--- config.mk ---
export PLATFORM = sky130hd
export DESIGN_NAME = wb_stage
export DESIGN_NICKNAME = d
export VERILOG_FILES = /design/src/rtl/wb_stage.sv
export SDC_FILE = /design/constraint.sdc
export NUM_CORES = 1
export LEC_CHECK = 0
export BUFFER_PORTS_ARGS = -buffer_cell sky130_fd_sc_hd__buf_2
export CORE_AREA = 2 2 165 167
export DETAILED_ROUTE_END_ITERATION = 10
export DIE_AREA = 0 0 167 169
export PLACE_DENSITY = 0.66
export SLEW_MARGIN = 40
export SYNTH_ARGS = -nofsm -noshare
export SYNTH_HDL_FRONTEND = slang
export SYNTH_SLANG_ARGS = --single-unit
export TNS_END_PERCENT = 1
--- constraint.sdc ---
create_clock -name clk -period 2.99 [get_ports clk]
set_input_delay 0.299 -clock clk [delete_from_list [all_inputs] [get_ports clk]]
set_output_delay 0.299 -clock clk [all_outputs]
set_load 0.01 [all_outputs]
--- src/rtl/wb_stage.sv ---
// Writeback stage: retires one instruction per handshake into the integer
// register file. Loads wait for the data-memory response, are aligned and
// extended, then commit the cycle after the response arrives. A load whose
// response never arrives is abandoned after TIMEOUT_CYCLES and retires without
// writing.
module wb_stage #(
    parameter int TIMEOUT_CYCLES = 255
) (
    input  logic        clk,
    input  logic        rst,
    input  logic        in_valid,
    output logic        in_ready,
    input  logic [63:0] in_pc,
    input  logic        in_rd_wen,
    input  logic [4:0]  in_rd,
    input  logic [63:0] in_result,
    input  logic        in_is_load,
    input  logic [1:0]  in_ld_size,
    input  logic        in_ld_unsigned,
    input  logic        mem_rvalid,
    input  logic [63:0] mem_rdata,
    output logic        wr_en,
    output logic [4:0]  index_rd,
    output logic [63:0] data_rd,
    output logic        update,
    output logic [63:0] commit_pc,
    output logic        fwd_valid,
    output logic [4:0]  fwd_rd,
    output logic [63:0] fwd_data,
    output logic        ld_pending,
    output logic [4:0]  ld_pending_rd,
    output logic        err_timeout
);

    typedef enum logic [1:0] {
        IDLE   = 2'd0,
        WAIT   = 2'd1,
        COMMIT = 2'd2
    } state_t;

    // Compared against counter+1 so the sum never wraps for TIMEOUT_CYCLES=65535.
    localparam logic [16:0] TIMEOUT_LIMIT = 17'(TIMEOUT_CYCLES);

    state_t      r_state;
    state_t      w_state_next;
    logic [63:0] r_pc;
    logic [4:0]  r_rd;
    logic        r_rd_wen;
    logic [63:0] r_result;
    logic        r_is_load;
    logic [1:0]  r_size;
    logic        r_unsigned;
    logic [15:0] r_cnt;
    logic        r_err;

    logic        w_accept;
    logic        w_timeout;
    logic        w_commit;
    logic [7:0]  w_bytes [8];
    logic [15:0] w_halves [4];
    logic [7:0]  w_byte;
    logic [15:0] w_half;
    logic [31:0] w_word;
    logic [63:0] w_ld_value;

    assign in_ready = !rst && (r_state == IDLE || r_state == COMMIT);
    assign w_accept = in_valid && in_ready;
    // mem_rvalid has priority over an expiring counter.
    assign w_timeout = (r_state == WAIT) && !mem_rvalid &&
                       (({1'b0, r_cnt} + 17'd1) == TIMEOUT_LIMIT);
    assign w_commit = !rst && (r_state == COMMIT);

    // Split the returned doubleword into byte and halfword lanes.
    genvar gi;
    generate
        for (gi = 0; gi < 8; gi++) begin : g_byte_lane
            assign w_bytes[gi] = mem_rdata[gi*8 +: 8];
        end
        for (gi = 0; gi < 4; gi++) begin : g_half_lane
            assign w_halves[gi] = mem_rdata[gi*16 +: 16];
        end
    endgenerate

    assign w_byte = w_bytes[r_result[2:0]];
    assign w_half = w_halves[r_result[2:1]];
    assign w_word = r_result[2] ? mem_rdata[63:32] : mem_rdata[31:0];

    // Select the addressed field and sign- or zero-extend it; D ignores unsigned.
    always_comb begin
        w_ld_value = mem_rdata;
        case (r_size)
            2'd0: w_ld_value = r_unsigned ? {56'd0, w_byte} : {{56{w_byte[7]}}, w_byte};
            2'd1: w_ld_value = r_unsigned ? {48'd0, w_half} : {{48{w_half[15]}}, w_half};
            2'd2: w_ld_value = r_unsigned ? {32'd0, w_word} : {{32{w_word[31]}}, w_word};
            default: w_ld_value = mem_rdata;
        endcase
    end

    // State register.
    always_ff @(posedge clk) begin
        if (rst) begin
            r_state <= IDLE;
        end else begin
            r_state <= w_state_next;
        end
    end

    // Next-state logic.
    always_comb begin
        w_state_next = r_state;
        case (r_state)
            IDLE: begin
                if (w_accept) w_state_next = in_is_load ? WAIT : COMMIT;
            end
            WAIT: begin
                if (mem_rvalid || w_timeout) w_state_next = COMMIT;
            end
            COMMIT: begin
                if (w_accept) w_state_next = in_is_load ? WAIT : COMMIT;
                else          w_state_next = IDLE;
            end
            default: w_state_next = IDLE;
        endcase
    end

    // Holding registers: capture on accept, fill in load data or abandon while waiting.
    always_ff @(posedge clk) begin
        if (rst) begin
            r_pc       <= '0;
            r_rd       <= '0;
            r_rd_wen   <= 1'b0;
            r_result   <= '0;
            r_is_load  <= 1'b0;
            r_size     <= '0;
            r_unsigned <= 1'b0;
            r_cnt      <= '0;
            r_err      <= 1'b0;
        end else if (w_accept) begin
            r_pc       <= in_pc;
            r_rd       <= in_rd;
            r_rd_wen   <= in_rd_wen;
            r_result   <= in_result;
            r_is_load  <= in_is_load;
            r_size     <= in_ld_size;
            r_unsigned <= in_ld_unsigned;
            r_cnt      <= '0;
        end else if (r_state == WAIT) begin
            r_cnt <= r_cnt + 16'd1;
            if (mem_rvalid) begin
                r_result <= w_ld_value;
            end else if (w_timeout) begin
                r_err    <= 1'b1;
                r_rd_wen <= 1'b0;
            end
        end
    end

    // Commit, bypass and hazard outputs, all forced low while in reset.
    always_comb begin
        update        = 1'b0;
        commit_pc     = '0;
        wr_en         = 1'b0;
        index_rd      = '0;
        data_rd       = '0;
        fwd_valid     = 1'b0;
        fwd_rd        = '0;
        fwd_data      = '0;
        ld_pending    = 1'b0;
        ld_pending_rd = '0;
        err_timeout   = r_err && !rst;
        if (w_commit) begin
            update    = 1'b1;
            commit_pc = r_pc;
            wr_en     = r_rd_wen && (r_rd != 5'd0);
            index_rd  = r_rd;
            data_rd   = r_result;
            fwd_valid = r_rd_wen && (r_rd != 5'd0);
            fwd_rd    = r_rd;
            fwd_data  = r_result;
        end
        if (!rst && r_state == WAIT) begin
            ld_pending    = 1'b1;
            ld_pending_rd = r_rd;
        end
    end

endmodule

==> results.sh, run 1 <==
export IMPL_drv_slew=0
export IMPL_hold_buffers=0
export IMPL_avgSynthCellArea_sq_um=7.91
export IMPL_criticalPathCategory="flop to output port"
export IMPL_num_vias=9845
export IMPL_drt_iter0_markers=879
export IMPL_timing_fmax_ghz=0.404
export IMPL_io_buffers=418
export IMPL_overflow=0
export IMPL_seq_area_sq_um=3130
export IMPL_syn_nets=1375
export IMPL_setup_viol=0
export IMPL_cts_root_buffer="clkbuf_16"
export IMPL_power_density_nw_per_um2=477
export IMPL_critPathLaunch="r_state[0]$_SDFFE_PP0P_"
export IMPL_worst_slack_ns=0.513
export IMPL_cts_tree="yes"
export IMPL_coreArea_sq_um=26500
export IMPL_synthCells=1167
export IMPL_rr_endpoint="r_result[8]$_SDFFE_PP0P_"
export IMPL_status="complete, no violations"
export IMPL_grtUsageTotal_pct=24.3
export IMPL_synth_distinct_cells=58
export IMPL_io_pins=419
export IMPL_worstMarginPinSlew_ns=0.829
export IMPL_fillCellCount=2738
export IMPL_synth_area_sq_um=9240
export IMPL_dieArea_sq_um=28200
export IMPL_cts_buffers=17
export IMPL_cts_htree_levels=4
export IMPL_die_h_microns=169
export IMPL_cp_endpoint="data_rd[61]"
export IMPL_yosys_register_bits=156
export IMPL_cp_num_cells=4
export IMPL_cp_max_fo=91
export IMPL_pwr_share_seq_pct=42.2
export IMPL_die_w_microns=167
export IMPL_p_leak_uw=0.00594
export IMPL_rrSetupSlack_ns=0.55
export IMPL_min_period_over_period_pct=82.9
export IMPL_start_util_pct=34.8
export IMPL_cts_setup_buffers=0
export IMPL_synth_compound_area_share_pct=17.7
export IMPL_slew_limit_headroom_pct=44.7
export IMPL_switching_share_pct=30.0
export IMPL_endpoint_kind="output port"
export IMPL_yosysWarnings=0
export IMPL_async_flop_share_pct=0
export IMPL_synth_xor_area_share_pct=1.33
export IMPL_post_cts_resized=0
export IMPL_hold_class="primary input to flop"
export IMPL_slowest_delay_ns=0.65
export IMPL_areaGrowthSynthToFinish_pct=24.7
export IMPL_routed_wl_microns=36200
export IMPL_synthAdderAreaFrac_pct=0.271
export IMPL_path_clk_slew_ns=0.07
export IMPL_insertion_delay_ns=0.43
export IMPL_antenna_left=0
export IMPL_grt_max_degree=92
export IMPL_design_area_sq_um=11500
export IMPL_hold_viol_final=0
export IMPL_fin_setup_tns_ns=0
export IMPL_power_switching_uw=1650
export IMPL_r2r_start="r_result[2]$_SDFFE_PP0P_"
export IMPL_nets=1652
export IMPL_yosysSeqAreaShare_pct=33.8
export IMPL_finClkSkew_ns=0.0249
export IMPL_place_area_sq_um=10900
export IMPL_cp_top_family="buffers and inverters"
export IMPL_place_ws_ns=0.588
export IMPL_pwr_share_clk_pct=40.6
export IMPL_grt_pass1_wl_microns=53700
export IMPL_rsz0062_at_grt="no"
export IMPL_synth_simple_gate_area_share_pct=29.4
export IMPL_clock_path_buffers=2
export IMPL_rows=60
export IMPL_slowest_stage="buf_4"
export IMPL_reg2reg_depth=7
export IMPL_vias_per_cell=5.47
export IMPL_hpwlAfterDp_microns=26300
export IMPL_crit_arrival_ns=2.18
export IMPL_power_frac_comb_pct=17.2
export IMPL_final_min_clock_period_ns=2.48
export IMPL_layout_commonest_cell="buf_2"
export IMPL_synth_main_ff_cell="dfxtp_1"
export IMPL_cp_start_kind="flop"
export IMPL_crit_chain="nor2_4 > buf_4 > and3_1 > buf_2"
export IMPL_drv_cap=0
export IMPL_dr_pass1_iters=5
export IMPL_wire_per_inst_microns=20.1
export IMPL_multiInputGateArea_sq_um=5020
export IMPL_required_ns=2.69
export IMPL_layout_common_cells="buf_2 (417), nand2_1 (203), dfxtp_1 (154), and3_1 (133), nand3b_1 (71)"
export IMPL_critical_path_buf_inv_count=2
export IMPL_layout_drive_gt1_share_pct=34.0
export IMPL_synth_top_family_by_area="simple AND/OR/NAND/NOR gates"
export IMPL_gp_congestion=0.944
export IMPL_grt_pass1_vias=9000
export IMPL_clock_sinks=156
export IMPL_muxShareOfSynthArea_pct=5.31
export IMPL_antenna_found_initial=1
export IMPL_synth_edf_count=0
export IMPL_drc=0
export IMPL_ir_drop_uv=380
export IMPL_intPower_uw=3850
==> tightest hold or removal path: cells and delay by family <==
kind                   cells  cell delay (ns)
buffers and inverters      1             0.08
AND/OR/NAND/NOR            2             0.08
==> logic make-up (layout without fill, tap and decap cells) <==
family	count (synthesis)	count (layout)
compound gates	237	237
xor+xnor	14	14
fa+ha+maj	2	2
buf+inv	198	488
flops	156	156
mux	47	47
other cells	0	1
simple gates	513	513
==> cell usage after synthesis, drive strengths merged (5+ instances only) <==
master    n  share of area [%]
and3    135                9.2
o211ai   10               0.81
a22oi    24                2.0
mux2      6               0.73
o221ai   23                2.2
mux2i    40                4.3
nor2     39                1.6
buf      92                6.8
xor2      6               0.57
a211oi   39                3.2
dfxtp   156                 34
a21boi   12               0.98
clkbuf   90                4.3
o31a      5               0.47
and2     11               0.75
xnor2     8               0.76
o21ai    24                1.3
nand3     7               0.38
o22ai    61                4.1
a21oi    20                1.1
nand3b   71                5.8
inv      15               0.61
nor3     16               0.87
nand4     9               0.93
nand2   204                8.3
or3       5               0.35
nor2b     6               0.41
==> worst min path at each step <==
stage | start | to | depth (start not counted)
floorplan | in_pc[0] | r_pc[0]$_SDFFE_PP0P_ | 2
global placement | r_pc[15]$_SDFFE_PP0P_ | r_pc[15]$_SDFFE_PP0P_ | 2
detailed placement | r_pc[11]$_SDFFE_PP0P_ | r_pc[11]$_SDFFE_PP0P_ | 2
CTS | in_pc[27] | r_pc[27]$_SDFFE_PP0P_ | 3
global route | in_pc[55] | r_pc[55]$_SDFFE_PP0P_ | 3
finish | in_pc[27] | r_pc[27]$_SDFFE_PP0P_ | 3
==> routing by layer <==
layer  share of wire, %  GRT usage (%)  vias up
li1                   -              -     4665
met1                 43           33.4     4646
met2                 46           38.1      481
met3                7.6           4.86       53
met4                2.6           8.43        0
met5                  0              0        -
==> registers in the layout, summed over array words and instances (netlist names) <==
register and count:
r_state 2, r_rd 5, r_err 1, r_unsigned 1, r_size 2, r_cnt 16, r_rd_wen 1, r_result 64
r_pc 64
==> power by group through the flow <==
| stage | clock [uW] | combinational [uW] | sequential [uW] |
|---|---|---|---|
| after global routing | 2360 | 1030 | 2330 |
| after floorplan | 0 | 584 | 2320 |
| final | 2230 | 948 | 2320 |
| after CTS | 2260 | 938 | 2320 |
| after global placement | 0 | 929 | 2360 |
| after detailed placement | 0 | 934 | 2360 |
==> stage by stage <==
step	total power [uW]	util [%]	hold WS [ns]	instances
after CTS	5510	43.4	0.0357	1798
after global routing	5730	43.5	0.0375	1799
final	5500	43.5	0.0556	1799
after detailed placement	3300	41.2	0.459	1766
after floorplan	2910	-	0.398	1167
after global placement	3290	41.2	0.456	1766
==> area by class of cell <==
class | instances | area share [%]
Clock buffer | 20 | 4.05
Sequential cell | 156 | 27.2
Tap cell | 341 | 3.71
Multi-Input combinational cell | 813 | 43.6
Clock inverter | 12 | 1.09
Antenna cell | 1 | 0.0217
Timing Repair Buffer | 441 | 19.9
Inverter | 15 | 0.489
(Power assumes the default switching activity.)
==> inputs of run 2 (changes only) <==
==> constraint.sdc (replaced) <==
create_clock -name clk -period 2.6 [get_ports clk]
set_input_delay 0.26 -clock clk [delete_from_list [all_inputs] [get_ports clk]]
set_output_delay 0.26 -clock clk [all_outputs]
set_load 0.01 [all_outputs]
==> results.sh, run 2 (same netlist as run 1, synthesis figures left out) <==
export IMPL_min_period_over_period_pct=90.1
export IMPL_final_min_clock_period_ns=2.34
export IMPL_cts_tree="yes"
export IMPL_criticalPathCategory="flop to flop"
export IMPL_reg2reg_depth=6
export IMPL_endpoint_kind="flop"
export IMPL_design_area_sq_um=11600
export IMPL_status="complete, no violations"
export IMPL_worst_slack_ns=0.259
export IMPL_cts_buffers=17
export IMPL_hpwlAfterDp_microns=26700
export IMPL_nets=1663
export IMPL_finClkSkew_ns=0.0129
export IMPL_rr_endpoint="r_result[16]$_SDFFE_PP0P_"
export IMPL_overflow=0
export IMPL_cts_root_buffer="clkbuf_16"
export IMPL_dr_pass1_iters=5
export IMPL_crit_arrival_ns=2.63
export IMPL_drv_slew=0
export IMPL_hold_class="primary input to flop"
export IMPL_setup_viol=0
export IMPL_reg_top3="r_pc: 64 flops, r_result: 64 flops, r_cnt: 16 flops"
export IMPL_path_clk_slew_ns=0.07
export IMPL_routed_wl_microns=36800
export IMPL_required_ns=2.89
export IMPL_io_buffers=418
export IMPL_insertion_delay_ns=0.42
export IMPL_r2r_start="r_result[1]$_SDFFE_PP0P_"
export IMPL_cts_setup_buffers=0
export IMPL_place_ws_ns=0.358
export IMPL_drt_iter0_markers=868
export IMPL_io_pins=419
export IMPL_slew_limit_headroom_pct=51.4
export IMPL_antenna_found_initial=1
export IMPL_grt_pass1_vias=9309
export IMPL_worstMarginPinSlew_ns=0.728
export IMPL_whs_endpoint="r_pc[7]$_SDFFE_PP0P_"
export IMPL_p_leak_uw=0.00597
export IMPL_place_area_sq_um=11000
export IMPL_die_w_microns=167
export IMPL_dieArea_sq_um=28200
export IMPL_clock_sinks=156
export IMPL_rows=60
export IMPL_ir_drop_uv=291
export IMPL_fin_setup_tns_ns=0
export IMPL_areaGrowthSynthToFinish_pct=25.6
export IMPL_min_delay_start="in_pc[7]"
export IMPL_layout_commonest_cell="buf_2"
export IMPL_fillCellCount=2705
export IMPL_wl_met3_microns=2790
export IMPL_die_h_microns=169
export IMPL_grt_max_degree=112
export IMPL_start_util_pct=34.8
export IMPL_p_total_uw=6160
export IMPL_wl_met1_microns=15800
export IMPL_power_density_nw_per_um2=531
export IMPL_cts_htree_levels=4
export IMPL_grt_pass1_wl_microns=55300
export IMPL_drv_cap=0
export IMPL_rsz0062_at_grt="no"
export IMPL_grtUsageTotal_pct=24.9
export IMPL_layout_drive_gt1_share_pct=33.9
export IMPL_wire_per_inst_microns=20.3
export IMPL_cp_max_fo=16
export IMPL_gp_congestion=0.984
export IMPL_clock_path_buffers=2
export IMPL_utilization_pct=43.8
export IMPL_timing_fmax_ghz=0.427
export IMPL_antenna_left=0
export IMPL_layout_common_cells="buf_2 (417), nand2_1 (203), dfxtp_1 (154), and3_1 (133), nand3b_1 (71)"
export IMPL_num_vias=9976
export IMPL_cp_start_kind="flop"
export IMPL_coreArea_sq_um=26500
export IMPL_routed_wl_met2_microns=17100
export IMPL_top_layer="met4"
export IMPL_vias_per_cell=5.51
export IMPL_drc=0
export IMPL_hold_viol_final=0
export IMPL_rrSetupSlack_ns=0.26
export IMPL_holdPathStages=3
[run 2: worst max-delay path: stages (launching register included)]
cell       delay, ns
dfxtp_1         0.54
mux2_2          0.39
a2bb2oi_1       0.16
a31oi_1         0.18
o21a_1          0.51
a21boi_0        0.33
o22ai_1         0.10
[run 2: final cells by class]
| cell class | count | area [sq um] | area share [%] |
|---|---|---|---|
| antenna | 1 | 2.50 | 0.0216 |
| timing repair buffer | 452 | 2420 | 20.8 |
| inverter | 15 | 56.3 | 0.486 |
| clock buffer | 19 | 443 | 3.82 |
| sequential | 156 | 3130 | 27.0 |
| clock inverter | 13 | 105 | 0.906 |
| tap | 341 | 427 | 3.68 |
| multi-input combinational | 813 | 5020 | 43.3 |
[run 2: metal layers]
metal	track usage, %	vias up
li1	-	4682
met1	33.7	4718
met2	40.3	514
met3	4.28	62
met4	7.95	0
met5	0	-
[run 2: timing repair]
action,CTS,global route
gates resized for setup,0,0
hold endpoints to repair,7,0
hold buffers,7,0
[run 2: through the flow]
step,std cells,hold slack (ns)
2_1_floorplan,1167,0.359
3_3_place_gp,1770,0.443
3_5_place_dp,1770,0.447
4_1_cts,1809,0.000236
5_1_grt,1810,0.00486
6_report,1810,0.0185
[run 2: worst max path at each step]
stage	startpoint	to	depth (start not counted)
2_1_floorplan	r_cnt[1]$_SDFFE_PP0P_	r_rd_wen$_SDFFE_PP0P_	8
3_3_place_gp	r_result[1]$_SDFFE_PP0P_	r_result[24]$_SDFFE_PP0P_	6
3_5_place_dp	r_result[1]$_SDFFE_PP0P_	r_result[25]$_SDFFE_PP0P_	6
4_1_cts	r_state[1]$_SDFFE_PP0P_	ld_pending_rd[0]	4
5_1_grt	r_state[1]$_SDFFE_PP0P_	ld_pending_rd[0]	4
6_report	r_result[1]$_SDFFE_PP0P_	r_result[16]$_SDFFE_PP0P_	6
[run 2: power breakdown]
group / total (uW) / internal (uW) / switching (uW) / leakage, uW
logic: 1100 / 455 / 647 / 0.00443
registers: 2670 / 2560 / 115 / 0.00128
clock network: 2390 / 1270 / 1120 / 0.000258
==> inputs of run 3 (changes only) <==
--- a/config.mk
+++ b/config.mk
@@ -9,7 +9,6 @@
 export CORE_AREA = 2 2 165 167
 export DETAILED_ROUTE_END_ITERATION = 10
 export DIE_AREA = 0 0 167 169
-export PLACE_DENSITY = 0.66
 export SLEW_MARGIN = 40
 export SYNTH_ARGS = -nofsm -noshare
 export SYNTH_HDL_FRONTEND = slang
==> results.sh, run 3 (same netlist as run 1, synthesis figures left out) <==
export IMPL_status="complete, no violations"
export IMPL_rows=60
export IMPL_dp_cells=1772
export IMPL_areaGrowthSynthToFinish_pct=25.5
export IMPL_cts_buffers=17
export IMPL_cts_tree="yes"
export IMPL_criticalPathCategory="flop to output port"
export IMPL_grt_pass1_wl_microns=54600
export IMPL_setup_viol=0
export IMPL_start_util_pct=34.8
export IMPL_die_h_microns=169
export IMPL_die_w_microns=167
export IMPL_worstMarginPinSlew_ns=0.814
export IMPL_multiInputGateArea_sq_um=5020
export IMPL_num_vias=9821
export IMPL_post_cts_resized=0
export IMPL_seq_area_sq_um=3130
export IMPL_clock_sinks=156
export IMPL_layout_drive_gt1_share_pct=34.1
export IMPL_io_buffers=418
export IMPL_worst_slack_ns=0.299
export IMPL_hold_class="primary input to flop"
export IMPL_slowest_delay_ns=0.62
export IMPL_grt_pass1_vias=9255
export IMPL_dr_pass1_iters=6
export IMPL_slowest_stage="buf_4"
export IMPL_antenna_found_initial=3
export IMPL_drt_iter0_markers=835
export IMPL_layout_commonest_cell="buf_2"
export IMPL_min_period_over_period_pct=88.5
export IMPL_place_ws_ns=0.359
export IMPL_io_pins=419
export IMPL_timing_fmax_ghz=0.435
export IMPL_p_total_uw=6250
export IMPL_cts_root_buffer="clkbuf_16"
export IMPL_grt_max_degree=145
export IMPL_required_ns=2.34
export IMPL_cp_start_kind="flop"
export IMPL_layout_common_cells="buf_2 (417), nand2_1 (203), dfxtp_1 (154), and3_1 (133), nand3b_1 (71)"
export IMPL_dieArea_sq_um=28200
export IMPL_nets=1662
export IMPL_insertion_delay_ns=0.43
export IMPL_finClkSkew_ns=0.0154
export IMPL_drv_cap=0
export IMPL_endpoint_kind="output port"
export IMPL_coreArea_sq_um=26500
export IMPL_gp_congestion=0.921
export IMPL_vias_per_cell=5.42
export IMPL_antenna_left=0
export IMPL_final_min_clock_period_ns=2.30
export IMPL_cts_htree_levels=4
export IMPL_cp_max_fo=94
export IMPL_hpwlAfterDp_microns=26700
export IMPL_drv_slew=0
export IMPL_drc=0
export IMPL_rsz0062_at_grt="no"
export IMPL_wire_per_inst_microns=20.2
export IMPL_grtUsageTotal_pct=24.7
export IMPL_ir_drop_uv=415
export IMPL_clock_path_buffers=2
export IMPL_fillCellCount=2753
export IMPL_p_leak_uw=0.00597
export IMPL_cts_setup_buffers=0
export IMPL_stdcell_count=1812
export IMPL_critical_path_buf_inv_count=2
export IMPL_cp_top_family="buffers and inverters"
export IMPL_hold_viol_final=0
export IMPL_slew_limit_headroom_pct=45.7
export IMPL_reg_top3="r_pc: 64 flops, r_result: 64 flops, r_cnt: 16 flops"
export IMPL_fin_setup_tns_ns=0
export IMPL_overflow=0
export IMPL_crit_arrival_ns=2.04
export IMPL_crit_chain="buf_4 > and3_1 > buf_2"
export IMPL_path_clk_slew_ns=0.07
export IMPL_power_density_nw_per_um2=539
export IMPL_routed_wl_microns=36600
run 3: cell types whose count changed in the layout (fill, tap and decap cells not counted):
cell           change
clkinvlp_4         -1
buf_4              +4
inv_6              -1
bufinv_16          +1
dlygate4sd3_1      -3
clkinv_2           -1
buf_12             -2
clkinv_4           +2
diode_2            +3
run 3: worst paths after layout:
check | start | to | slack (ns) | depth (start not counted)
max | r_state[1]$_SDFFE_PP0P_ | data_rd[0] | 0.30 | 3
min | in_pc[37] | r_pc[37]$_SDFFE_PP0P_ | 0.02 | 3
max reg2reg | r_cnt[1]$_SDFFE_PP0P_ | r_rd_wen$_SDFFE_PP0P_ | 0.33 | 7
min reg2reg | r_pc[53]$_SDFFE_PP0P_ | r_pc[53]$_SDFFE_PP0P_ | 0.47 | 2
run 3: cell type report:
class	instances	area share (%)
Inverter	15	0.486
Clock inverter	13	1.13
Sequential cell	156	27.0
Tap cell	341	3.68
Timing Repair Buffer	451	20.5
Clock buffer	19	3.82
Antenna cell	4	0.0864
Multi-Input combinational cell	813	43.3
run 3: what timing repair did:
item,4_1_cts,5_1_grt
hold buffers,4,0
endpoints found under the hold margin,4,0
endpoints found under the setup margin,0,0
run 3: routing by layer:
layer  global-route usage (%)  share of wire (%)
met1                     31.8                 43
met5                        0                  0
met4                     10.1                3.5
met2                     40.5                 47
met3                     4.84                6.6
run 3: worst reg2reg max path: cells and delay by family, from the launching register on:
family	cells	cell delay, ns
compound gates	2	0.27
fa+ha+maj	1	0.29
flops	1	0.54
simple gates	4	1.02
run 3: per-stage QoR:
step,hold slack [ns],utilization (%),cell area (sq um)
floorplan,0.359,-,9240
global placement,0.444,41.4,11000
detailed placement,0.445,41.4,11000
CTS,0.0000361,43.7,11600
global route,0.00646,43.7,11600
finish,0.0201,43.7,11600
run 3: power by group:
part / total, uW / internal (uW) / switching [uW]
combinational: 1090 / 453 / 638
sequential: 2670 / 2560 / 113
clock: 2490 / 1370 / 1120
